$ cat src/rtl/sram_bus_arbiter.sv
// sram_bus_arbiter: round-robin arbiter between the SUBNEG core and the host
// loader for the shared 8-bit multiplexed SRAM bus. Sequences the address
// latch, OE/WE strobes and the output latch for one byte transfer at a time.
// Every output is a register loaded from the value implied by the state being
// entered, so each state's outputs are visible for the whole cycle it is active.
module sram_bus_arbiter #(
    parameter logic [7:0]  OUT_ADDR  = 8'hFF,
    parameter int unsigned RD_WAIT   = 1,
    parameter int unsigned WE_CYCLES = 1
) (
    input  logic       clk,
    input  logic       reset,

    input  logic       core_req,
    input  logic       core_we,
    input  logic [7:0] core_addr,
    input  logic [7:0] core_wdata,
    output logic       core_ack,
    output logic [7:0] core_rdata,

    input  logic       host_req,
    input  logic       host_we,
    input  logic [7:0] host_addr,
    input  logic [7:0] host_wdata,
    output logic       host_ack,
    output logic [7:0] host_rdata,

    output logic [7:0] bus_out,
    output logic       bus_oe,
    input  logic [7:0] bus_in,

    output logic       mem_latch_clk,
    output logic       mem_oe_n,
    output logic       mem_we_n,
    output logic       out_latch_clk,

    output logic       busy,
    output logic       grant_host
);

    typedef enum logic [2:0] {
        S_IDLE,
        S_ADDR,
        S_LATCH,
        S_RD,
        S_WDATA,
        S_WR,
        S_OUTP,
        S_DONE
    } state_t;

    // Cycle counters load "length - 1" and the state exits when they hit zero.
    localparam logic [2:0] RD_CNT_INIT = 3'(RD_WAIT - 1);
    localparam logic [2:0] WR_CNT_INIT = 3'(WE_CYCLES - 1);

    state_t     state_q, state_d;
    // last_host_q doubles as the owner of the transaction in flight: it is
    // updated on every grant and holds until the next one.
    logic       last_host_q, last_host_d;
    logic [7:0] addr_q, addr_d;
    logic       we_q, we_d;
    logic [7:0] wdata_q, wdata_d;
    logic [2:0] cnt_q, cnt_d;

    logic [7:0] bus_out_q, bus_out_d;
    logic       bus_oe_q, bus_oe_d;
    logic       latch_clk_q, latch_clk_d;
    logic       oe_n_q, oe_n_d;
    logic       we_n_q, we_n_d;
    logic       out_clk_q, out_clk_d;
    logic       busy_q, busy_d;
    logic       grant_host_q, grant_host_d;
    logic       core_ack_q, core_ack_d;
    logic       host_ack_q, host_ack_d;
    logic [7:0] core_rdata_q, core_rdata_d;
    logic [7:0] host_rdata_q, host_rdata_d;

    // Next-state logic: arbitration and capture in IDLE, then the bus sequence.
    always_comb begin
        state_d      = state_q;
        last_host_d  = last_host_q;
        addr_d       = addr_q;
        we_d         = we_q;
        wdata_d      = wdata_q;
        cnt_d        = cnt_q;
        core_rdata_d = core_rdata_q;
        host_rdata_d = host_rdata_q;

        case (state_q)
            S_IDLE: begin
                if (core_req || host_req) begin
                    // Host wins when alone, or on a tie when the core went last.
                    last_host_d = host_req && (!core_req || !last_host_q);
                    addr_d      = last_host_d ? host_addr  : core_addr;
                    we_d        = last_host_d ? host_we    : core_we;
                    wdata_d     = last_host_d ? host_wdata : core_wdata;
                    state_d     = S_ADDR;
                end
            end
            S_ADDR: begin
                state_d = S_LATCH;
            end
            S_LATCH: begin
                if (we_q) begin
                    state_d = S_WDATA;
                end else begin
                    state_d = S_RD;
                    cnt_d   = RD_CNT_INIT;
                end
            end
            S_RD: begin
                if (cnt_q == '0) begin
                    state_d = S_DONE;
                    if (last_host_q) begin
                        host_rdata_d = bus_in;
                    end else begin
                        core_rdata_d = bus_in;
                    end
                end else begin
                    cnt_d = cnt_q - 3'd1;
                end
            end
            S_WDATA: begin
                if (addr_q == OUT_ADDR) begin
                    state_d = S_OUTP;
                end else begin
                    state_d = S_WR;
                    cnt_d   = WR_CNT_INIT;
                end
            end
            S_WR: begin
                if (cnt_q == '0) begin
                    state_d = S_DONE;
                end else begin
                    cnt_d = cnt_q - 3'd1;
                end
            end
            S_OUTP: begin
                state_d = S_DONE;
            end
            S_DONE: begin
                state_d = S_IDLE;
            end
            default: begin
                state_d = S_IDLE;
            end
        endcase
    end

    // Output values for the state being entered; bus_out holds unless reloaded.
    always_comb begin
        bus_out_d    = bus_out_q;
        bus_oe_d     = 1'b1;
        latch_clk_d  = 1'b0;
        oe_n_d       = 1'b1;
        we_n_d       = 1'b1;
        out_clk_d    = 1'b0;
        busy_d       = (state_d != S_IDLE);
        grant_host_d = busy_d && last_host_d;
        core_ack_d   = 1'b0;
        host_ack_d   = 1'b0;

        case (state_d)
            S_ADDR: begin
                bus_out_d = addr_d;
            end
            S_LATCH: begin
                latch_clk_d = 1'b1;
            end
            S_RD: begin
                oe_n_d   = 1'b0;
                bus_oe_d = 1'b0;
            end
            S_WDATA: begin
                bus_out_d = wdata_d;
            end
            S_WR: begin
                we_n_d = 1'b0;
            end
            S_OUTP: begin
                out_clk_d = 1'b1;
            end
            S_DONE: begin
                // After a read the pads stay released for one turnaround cycle.
                bus_oe_d   = we_d;
                core_ack_d = !last_host_d;
                host_ack_d = last_host_d;
            end
            default: begin
            end
        endcase
    end

    // State register and captured transaction context.
    always_ff @(posedge clk) begin
        if (reset) begin
            state_q     <= S_IDLE;
            last_host_q <= 1'b1;
            addr_q      <= '0;
            we_q        <= 1'b0;
            wdata_q     <= '0;
            cnt_q       <= '0;
        end else begin
            state_q     <= state_d;
            last_host_q <= last_host_d;
            addr_q      <= addr_d;
            we_q        <= we_d;
            wdata_q     <= wdata_d;
            cnt_q       <= cnt_d;
        end
    end

    // Registered bus, strobe, ack and read-data outputs.
    always_ff @(posedge clk) begin
        if (reset) begin
            bus_out_q    <= '0;
            bus_oe_q     <= 1'b1;
            latch_clk_q  <= 1'b0;
            oe_n_q       <= 1'b1;
            we_n_q       <= 1'b1;
            out_clk_q    <= 1'b0;
            busy_q       <= 1'b0;
            grant_host_q <= 1'b0;
            core_ack_q   <= 1'b0;
            host_ack_q   <= 1'b0;
            core_rdata_q <= '0;
            host_rdata_q <= '0;
        end else begin
            bus_out_q    <= bus_out_d;
            bus_oe_q     <= bus_oe_d;
            latch_clk_q  <= latch_clk_d;
            oe_n_q       <= oe_n_d;
            we_n_q       <= we_n_d;
            out_clk_q    <= out_clk_d;
            busy_q       <= busy_d;
            grant_host_q <= grant_host_d;
            core_ack_q   <= core_ack_d;
            host_ack_q   <= host_ack_d;
            core_rdata_q <= core_rdata_d;
            host_rdata_q <= host_rdata_d;
        end
    end

    assign bus_out       = bus_out_q;
    assign bus_oe        = bus_oe_q;
    assign mem_latch_clk = latch_clk_q;
    assign mem_oe_n      = oe_n_q;
    assign mem_we_n      = we_n_q;
    assign out_latch_clk = out_clk_q;
    assign busy          = busy_q;
    assign grant_host    = grant_host_q;
    assign core_ack      = core_ack_q;
    assign host_ack      = host_ack_q;
    assign core_rdata    = core_rdata_q;
    assign host_rdata    = host_rdata_q;

endmodule

$ cat config.mk
export PLATFORM = sky130hd
export DESIGN_NAME = sram_bus_arbiter
export DESIGN_NICKNAME = d
export VERILOG_FILES = /design/src/rtl/sram_bus_arbiter.sv
export SDC_FILE = /design/constraint.sdc
export NUM_CORES = 1
export LEC_CHECK = 0
export ABC_AREA = 1
export BUFFER_PORTS_ARGS = -buffer_cell sky130_fd_sc_hd__buf_2
export CAP_MARGIN = 15
export CORE_MARGIN = 4
export CORE_UTILIZATION = 40
export CTS_BUF_LIST = sky130_fd_sc_hd__clkbuf_8
export CTS_CLUSTER_DIAMETER = 100
export CTS_CLUSTER_SIZE = 20
export DETAILED_ROUTE_END_ITERATION = 8
export GPL_ROUTABILITY_DRIVEN = 1
export PLACE_DENSITY = 0.69
export SYNTH_ARGS = -nofsm -noshare
export SYNTH_HDL_FRONTEND = slang
export SYNTH_SLANG_ARGS = --single-unit
$ cat constraint.sdc
create_clock -name clk -period 1.55 [get_ports clk]
set_input_delay 0.465 -clock clk [delete_from_list [all_inputs] [get_ports clk]]
set_output_delay 0.465 -clock clk [all_outputs]
set_load 0.01 [all_outputs]
==> flow_summary_export.csv <==
group,metric,value,unit
run_status,status,"finished, violations left",
run_status,violations,"negative setup slack",
layout,areaGrowthSynthToFinish,67.7,%
timing,setup_viol,22,
floorplanning,die_w,88,um
timing,slew_viol_final,0,
floorplanning,coreArea,6060,um2
route,totalWireLength,8.99,mm
clock_tree,numCtsBuffers,9,
timing,hold_viol,0,
setup_path,cp_data_required_time,1.81,ns
yosys,syn-num-nets,410,
global_routing,grt_pass1_vias,2745,
clock_tree,cts_sinks,57,
layout,multi_input_area,1660,um2
setup_path,critPathKind,"register to register",
clock_tree,cts_tree,"built",
route,routed_via_density,5.09,
pwr,peakVddDrop,1290,uV
global_routing,grt_pass1_wl,12.4,mm
route,drc_errors,0,
pwr,pwr-share-clk,19.3,%
setup_path,arrival,2.00,ns
timing,holdWs,0.360,ns
setup_path,critPathMaxStageDelay,0.43,ns
layout,drive_gt1_share,51.1,%
global_routing,grt_max_degree,28,
layout,layout_common_cells,"buf_2 (78), nand2_1 (60), nor2_1 (58), dfxtp_1 (52), buf_4 (44)",
pwr,switching_share,38.5,%
setup_path,cp_num_buf_inv,2,
timing,period_needed,1.74,ns
pwr,p_comb_share,56.7,%
placed_design,port_buffers,78,
layout,regArea,1150,um2
yosys,ys_types,32,
setup_path,cp-end-kind,"register",
yosys,synth_area,2560,um2
timing,timing.fmax,576,MHz
global_routing,gr-total-overflow,0,
clock_tree,clk_latency,0.34,ns
placed_design,dp_slack,-0.281,ns
pwr,p_sw,3.48,mW
floorplanning,start_util,42.2,%
pwr,powerDensity,2100,nW/um2
placed_design,dp_hpwl,5.17,mm
layout,final_common_cell,"buf_2",
clock_tree,cts.clk_slew.worst_paths,0.07,ns
pwr,seq_power_share,24.0,%
pwr,leakagePower,2.03,nW
timing,period_share,112,%
floorplanning,ioPinCount,79,
setup_path,cp-start-kind,"register",
clock_tree,cts_max_level,3,
setup_path,cp_top_family,"simple AND/OR/NAND/NOR gates",
setup_path,crit_chain,"inv_4 -> buf_4 -> nand2_4 -> nor2_1 -> nor2_1 -> nand4_1 -> nand2_4 -> nand3_4 -> nand2_8 -> nand2_4 -> a21oi_2",
yosys,synth_cells,361,
floorplanning,dieArea,7740,um2
timing,setup_slack,-0.186,ns
timing,max_slew_margin,78.7,%
global_routing,grtUsageTotal,20.7,%
placed_design,place_congestion,0.880,
timing,rsz0062_at_grt,"yes",
route,drtPass1Iterations,5,
pwr,p_total,9.02,mW
setup_path,critPathMostFrequentCell,"nand2_4",
clock_tree,max-clock-path-buffers,2,
yosys,avgSynthCellArea,7.09,um2
global_routing,antenna_found_initial,0,
yosys,yosys_warnings,0,
flow_run,maxCapViolations,0,
floorplanning,rows,28,
route,wl_per_cell,15.4,um
yosys,synth_seq_area_share,44.6,%
setup_path,cp_max_fo,8,
layout,nFillCells,443,
layout,nets,553,
clock_tree,root_buffer,"clkbuf_8",
worst_hold_path,hold_class,"input port to register",
setup_path,cp_slowest_cell,"dfxtp_4",
route,ant_nets,0,
timing,skew,0.0106,ns
timing,tightest_slew,0.320,ns
yosys,ys_seq_elements,57,
pwr,power.internal,5.55,mW
route,vias,2975,
floorplanning,die_h,88,um
layout,antenna_cells,0,
route,drt-initial-drc-count,189,
metal layers:
metal / track usage (%) / share of wire, % / wire length (um) / up-vias
met4: 6.69 / 3.0 / 272 / 0
met1: 26.5 / 43 / 3870 / 1362
li1: - / - / - / 1457
met2: 33.0 / 47 / 4260 / 123
met3: 6.68 / 6.5 / 588 / 33
met5: 0 / 0 / 0 / -
power by group through the flow:
stage | clock (mW) | combinational [mW] | sequential, mW
finish | 1.74 | 5.12 | 2.17
global route | 1.84 | 5.48 | 2.20
global placement | 0 | 3.11 | 2.07
floorplan | 0 | 1.77 | 2.12
detailed placement | 0 | 3.16 | 2.07
CTS | 1.76 | 3.92 | 2.08
synth_stat cells:
master / count / area (um2)
or2_2: 4 / 25.0
clkbuf_1: 5 / 18.8
a211oi_1: 1 / 7.51
a21oi_2: 1 / 8.76
nor2_2: 1 / 6.26
or2_0: 1 / 6.26
inv_1: 24 / 90.1
nor2_4: 1 / 11.3
or2_1: 3 / 18.8
dfxtp_1: 57 / 1140
o21ai_0: 30 / 150
buf_2: 6 / 30.0
nand3_4: 1 / 17.5
a21oi_1: 11 / 55.1
nand2_2: 3 / 18.8
ha_1: 3 / 37.5
nor3_1: 3 / 15.0
inv_2: 6 / 22.5
buf_1: 1 / 3.75
nand3_2: 1 / 10.0
nand3_1: 32 / 160
nor4_1: 1 / 6.26
nor3_2: 2 / 20.0
nand4_1: 3 / 18.8
nand2_1: 73 / 274
a31oi_1: 1 / 6.26
a21oi_4: 1 / 16.3
nor2_1: 66 / 248
o21ai_1: 8 / 40.0
o21ai_2: 1 / 8.76
nand2_4: 1 / 11.3
and2_1: 9 / 56.3
cell families after synthesis:
kind of cell    synth area share (%)
simple gates                    36.1
buf+inv                         6.45
compound gates                  11.4
fa+ha+maj                       1.47
flops                           44.6
worst paths after layout:
path,from,depth (start not counted),to,slack (ns)
worst max-delay path,state_q[1]$_SDFF_PP0_,11,bus_out[0]$_SDFFE_PP0P_,-0.19
worst min-delay path,bus_in[5],3,host_rdata[5]$_SDFFE_PP0P_,0.36
worst max register to register,state_q[1]$_SDFF_PP0_,11,bus_out[0]$_SDFFE_PP0P_,-0.19
worst min register to register,bus_out[6]$_SDFFE_PP0P_,2,bus_out[6]$_SDFFE_PP0P_,0.48
state kept, by name, indices dropped and copies added (netlist names), 3 cells and up:
signal,count
addr_q,8
bus_out,8
cnt_q,3
core_rdata,8
host_rdata,8
state_q,3
wdata_q,8
worst reg2reg max path: cells and delay by family, from the launching register on:
kind                   cells  cell delay, ns
buffers and inverters      2            0.22
flip-flops                 1            0.43
AND/OR/NAND/NOR            8            0.87
AO/OA/AOI/OAI              1            0.15
metrics by stage:
step	cell area, um2	cells	utilization [%]	TNS [ns]
after global routing	4290	584	70.8	-4.07
after detailed placement	3360	548	55.4	-3.37
after CTS	3890	580	64.2	-0.470
final	4290	584	70.8	-2.16
after global placement	3360	548	55.4	-2.62
after floorplan	2580	361	-	0
final cells by class:
type	instances	share of cell area, %
multi-input combinational	262	38.6
sequential	57	26.9
timing repair buffer	144	23.5
clock buffer	11	3.53
inverter	30	2.91
clock inverter	5	2.39
tap	75	2.19
repair_timing:
action,4_1_cts,5_1_grt
hold buffers,0,0
hold endpoints to repair,0,0
gates resized for setup,43,100
pin swaps,19,31
endpoints found under the setup margin,26,44
gates cloned,0,1
buffers inserted,16,5
Note: power is estimated with default switching activity, not from simulation.
